[config.mk]
export PLATFORM = sky130hd
export DESIGN_NAME = prim_pack
export DESIGN_NICKNAME = d
export VERILOG_FILES = /design/src/rtl/prim_pack.sv
export SDC_FILE = /design/constraint.sdc
export NUM_CORES = 1
export LEC_CHECK = 0
export ABC_AREA = 1
export CORE_MARGIN = 1
export CORE_UTILIZATION = 46
export CTS_CLUSTER_SIZE = 14
export DETAILED_ROUTE_END_ITERATION = 8
export HOLD_SLACK_MARGIN = 0.08
export PLACE_DENSITY = 0.78
export SYNTH_ARGS = -nofsm -noshare
export SYNTH_HDL_FRONTEND = slang
export SYNTH_SLANG_ARGS = --single-unit
[constraint.sdc]
create_clock -name clk -period 1.75 [get_ports clk]
set_clock_uncertainty 0.05 [all_clocks]
set_input_delay 0.4375 -clock clk [delete_from_list [all_inputs] [get_ports clk]]
set_output_delay 0.4375 -clock clk [all_outputs]
set_load 0.05 [all_outputs]
[src/rtl/prim_pack.sv]
// Narrow-to-wide packer: gathers up to RATIO upstream beats into one registered output word.
// The output register doubles as the packing buffer, so a partial word is built in place.
module prim_pack #(
  parameter int unsigned IN_WIDTH  = 8,
  parameter int unsigned RATIO     = 4,
  parameter bit          MSB_FIRST = 1'b0
) (
  input  logic                          clk,
  input  logic                          reset_n,
  output logic                          urdy_o,
  input  logic                          uvld_i,
  input  logic [IN_WIDTH-1:0]           udat_i,
  input  logic                          ulast_i,
  input  logic                          drdy_i,
  output logic                          dvld_o,
  output logic [RATIO*IN_WIDTH-1:0]     ddat_o,
  output logic                          dlast_o,
  output logic [$clog2(RATIO+1)-1:0]    dcnt_o
);

  localparam int unsigned CntW  = $clog2(RATIO);
  localparam int unsigned DcntW = $clog2(RATIO + 1);

  logic [CntW-1:0]           cnt_q, cnt_d;
  logic                      dvld_q, dvld_d;
  logic [RATIO*IN_WIDTH-1:0] dat_q, dat_d;
  logic                      last_q, last_d;
  logic [DcntW-1:0]          dcnt_q, dcnt_d;

  logic            ubeat;
  logic            dbeat;
  logic            closes;
  logic [CntW-1:0] lane;

  // Ready stays low during reset so nothing is accepted before the packer is live.
  assign urdy_o = reset_n & (~dvld_q | drdy_i);
  assign ubeat  = uvld_i & urdy_o;
  assign dbeat  = dvld_q & drdy_i;
  assign closes = (cnt_q == CntW'(RATIO - 1)) | ulast_i;
  assign lane   = MSB_FIRST ? (CntW'(RATIO - 1) - cnt_q) : cnt_q;

  always_comb begin
    cnt_d  = cnt_q;
    dvld_d = dvld_q;
    dat_d  = dat_q;
    last_d = last_q;
    dcnt_d = dcnt_q;

    if (dbeat) begin
      dvld_d = 1'b0;
    end

    if (ubeat) begin
      // A new word clears stale lanes so partial words read zero in unfilled lanes.
      if (cnt_q == '0) begin
        dat_d = '0;
      end
      for (int unsigned i = 0; i < RATIO; i++) begin
        if (CntW'(i) == lane) begin
          dat_d[i*IN_WIDTH +: IN_WIDTH] = udat_i;
        end
      end
      if (closes) begin
        dvld_d = 1'b1;
        dcnt_d = DcntW'(cnt_q) + DcntW'(1);
        last_d = ulast_i;
        cnt_d  = '0;
      end else begin
        cnt_d  = cnt_q + CntW'(1);
      end
    end
  end

  always_ff @(posedge clk or negedge reset_n) begin
    if (!reset_n) begin
      cnt_q  <= '0;
      dvld_q <= 1'b0;
      dat_q  <= '0;
      last_q <= 1'b0;
      dcnt_q <= '0;
    end else begin
      cnt_q  <= cnt_d;
      dvld_q <= dvld_d;
      dat_q  <= dat_d;
      last_q <= last_d;
      dcnt_q <= dcnt_d;
    end
  end

  assign dvld_o  = dvld_q;
  assign ddat_o  = dat_q;
  assign dlast_o = last_q;
  assign dcnt_o  = dcnt_q;

  a_dcnt_range: assert property (@(posedge clk) disable iff (!reset_n)
    dvld_q |-> (dcnt_q >= DcntW'(1) && dcnt_q <= DcntW'(RATIO)));

endmodule

==> results.json <==
{
  "status": "complete, no violations",
  "diodes": 0,
  "stdcell_area_sq_um": 2619,
  "cts_tree": "built",
  "worstPathArrival_ns": 1.82,
  "syn_area_sq_um": 1718,
  "gp_congestion": 0.8514,
  "drt-total-wl_um": 4202,
  "dieHeight_um": 63.11,
  "path_clk_slew_ns": 0.08,
  "hpwl_um": 3045,
  "antenna_found_initial": 0,
  "worst_slack_ns": 0.1182,
  "seq_area_frac_synth": 0.5681,
  "timing.hold.ws_ns": 0.1703,
  "cts_htree_levels": 2,
  "avgRoutedWirePerCell_um": 13.60,
  "fp.dieW_um": 63.11,
  "grt_usage": 0.2353,
  "powerDensity_nw_per_um2": 1396,
  "slowest_delay_ns": 0.44,
  "hold_class": "input pin to asynchronous set/reset pin",
  "drc": 0,
  "nFillCells": 247,
  "fin_nets": 281,
  "ioPinCount": 51,
  "syn_to_final_growth_pct": 52.44,
  "clk_path_buf_depth": 2,
  "dieArea_sq_um": 3983,
  "utilization": 0.7551,
  "io_buffer_count": 50,
  "finalHoldViolations": 0,
  "synth_seq_cells": 39,
  "core_sq_um": 3468,
  "tns_ns": 0,
  "vias_per_cell": 5.172,
  "met1_length_um": 1849,
  "start_util": 0.4953,
  "critPathLaunchType": "flop",
  "drt-pass1-iter-count": 4,
  "clk_latency_ns": 0.29,
  "syn_avg_cell_area_sq_um": 8.810,
  "rsz0062_at_grt": "false",
  "finalCriticalPeriod_ns": 1.632,
  "postRouteAntennaNets": 0,
  "cts_buffers": 5,
  "ys_warn_count": 0,
  "critPathBufInv": 1,
  "crit_family": "simple AND/OR/NAND/NOR gates",
  "cts.sinks": 39,
  "wl_met2_um": 1936,
  "worstPathMaxFanout": 6,
  "pre_cts_ws_ns": -0.06816,
  "setup_viol": 0,
  "syn_inst": 195,
  "multiInputGateArea_sq_um": 658.1,
  "drv_cap": 0,
  "synth.distinct_cells": 14,
  "wl_met3_um": 315,
  "critPathRequiredTime_ns": 1.93,
  "crit_path_end_kind": "flop",
  "synth.net_count": 214,
  "fin_crit_sh": 0.9325,
  "fmax_mhz": 612.8,
  "vias": 1598,
  "grt_pass1_vias": 1513,
  "placed_area_sq_um": 2517,
  "grt_start_max_net_pins": 32,
  "slowest_stage": "dfrtp_1",
  "root_buffer": "clkbuf_8",
  "synthTopCellsByArea": "dfrtp_1, nand2_1, nand4_1",
  "worst_pin_slew_ns": 0.3800,
  "drive_gt1_frac": 0.2471,
  "cp_cell_sequence": "inv_1, ha_1, nor2_1, nand3_1, nand2_1",
  "slew_headroom": 0.7467,
  "seqCellArea_sq_um": 975.9,
  "p_leak_nw": 1.403,
  "yosysTopAreaCellShare": 0.5681,
  "ir_drop_v": 0.0006808,
  "drtIter0Drc": 130,
  "row_count": 21,
  "dr.max_layer_used": "met4",
  "slew_viol_final": 0,
  "overflow": 0,
  "grt_pass1_wl_um": 7176,
  "synth_top_cell_by_area": "dfrtp_1",
  "path_class": "flop to flop"
}
==> layer usage <==
metal	track usage	vias up
li1	-	763
met1	0.3266	743
met2	0.3508	79
met3	0.04348	13
met4	0.1192	0
met5	0	-
==> report_power, final <==
| group | total, W | switching [W] | leakage (nW) | internal, W |
|---|---|---|---|---|
| Clock | 0.000590 | 0.000312 | 0.0412 | 0.000278 |
| Combinational | 0.00178 | 0.00112 | 0.846 | 0.000661 |
| Sequential | 0.00129 | 0.000176 | 0.516 | 0.00111 |
==> state kept, by name (all words and copies together) (netlist names) <==
register	cells
ddat_o	32
dcnt_o	3
cnt_q	2
dlast_o	1
dvld_o	1
==> worst register-to-register path, cell delays in order (launching register included) <==
cell	delay, ns
dfrtp_1	0.44
inv_1	0.14
ha_1	0.39
nor2_1	0.33
nand3_1	0.15
nand2_1	0.08
==> per-stage QoR <==
step,power (W),std cells
finish,0.003655,309
global route,0.003833,309
CTS,0.003670,309
detailed placement,0.003079,299
global placement,0.003047,299
floorplan,0.002292,195
==> what timing repair did <==
action,CTS,global route
gates resized for setup,2,0
setup endpoints to repair,1,0
buffers inserted,1,0
hold endpoints to repair,1,0
hold buffers,1,0
==> Yosys cell counts (all sizes together) <==
master	n
a21oi	1
buf	5
dfrtp	39
ha	6
inv	14
nand2	94
nand3	7
nand4	23
nor2	4
o21ai	2
==> logic make-up after synthesis <==
kind of cell               share of synthesized area
AOI/OAI and AO/OA                            0.01530
DFF                                           0.5681
and+or+nand+nor                               0.3241
buffers and inverters                        0.04880
adders and majority gates                    0.04370
==> cell usage in the layout, fill, tap and decap left out, types with 2 or more instances in the layout <==
cell / synthesis / final
buf_12: 0 / 22
buf_4: 0 / 30
clkbuf_8: 0 / 5
clkdlybuf4s50_1: 0 / 10
dfrtp_1: 39 / 39
ha_1: 6 / 6
inv_1: 13 / 12
inv_2: 1 / 2
nand2_1: 93 / 93
nand3_1: 7 / 7
nand4_1: 23 / 23
nor2_1: 3 / 3
o21ai_0: 2 / 2
==> worst paths after layout <==
kind | startpoint | endpoint | slack [ns] | depth (start not counted)
setup / recovery | cnt_q[0]$_DFFE_PN0P_ | ddat_o[24]$_DFFE_PN0P_ | 0.12 | 5
hold / removal | reset_n | ddat_o[30]$_DFFE_PN0P_ | 0.17 | 2
setup reg to reg | cnt_q[0]$_DFFE_PN0P_ | ddat_o[24]$_DFFE_PN0P_ | 0.12 | 5
hold reg to reg | ddat_o[11]$_DFFE_PN0P_ | ddat_o[11]$_DFFE_PN0P_ | 0.43 | 2
max in group asynchronous | reset_n | ddat_o[21]$_DFFE_PN0P_ | 0.87 | 3
min in group clk | ddat_o[11]$_DFFE_PN0P_ | ddat_o[11]$_DFFE_PN0P_ | 0.43 | 2
==> cell type report <==
class / instances / share of cell area
clock inverter: 2 / 0.004778
timing repair buffer: 65 / 0.3015
multi-input combinational: 137 / 0.2513
tap: 46 / 0.02198
clock buffer: 6 / 0.02771
sequential: 39 / 0.3727
inverter: 14 / 0.02007
No activity file was read; power rests on OpenSTA's default activity.
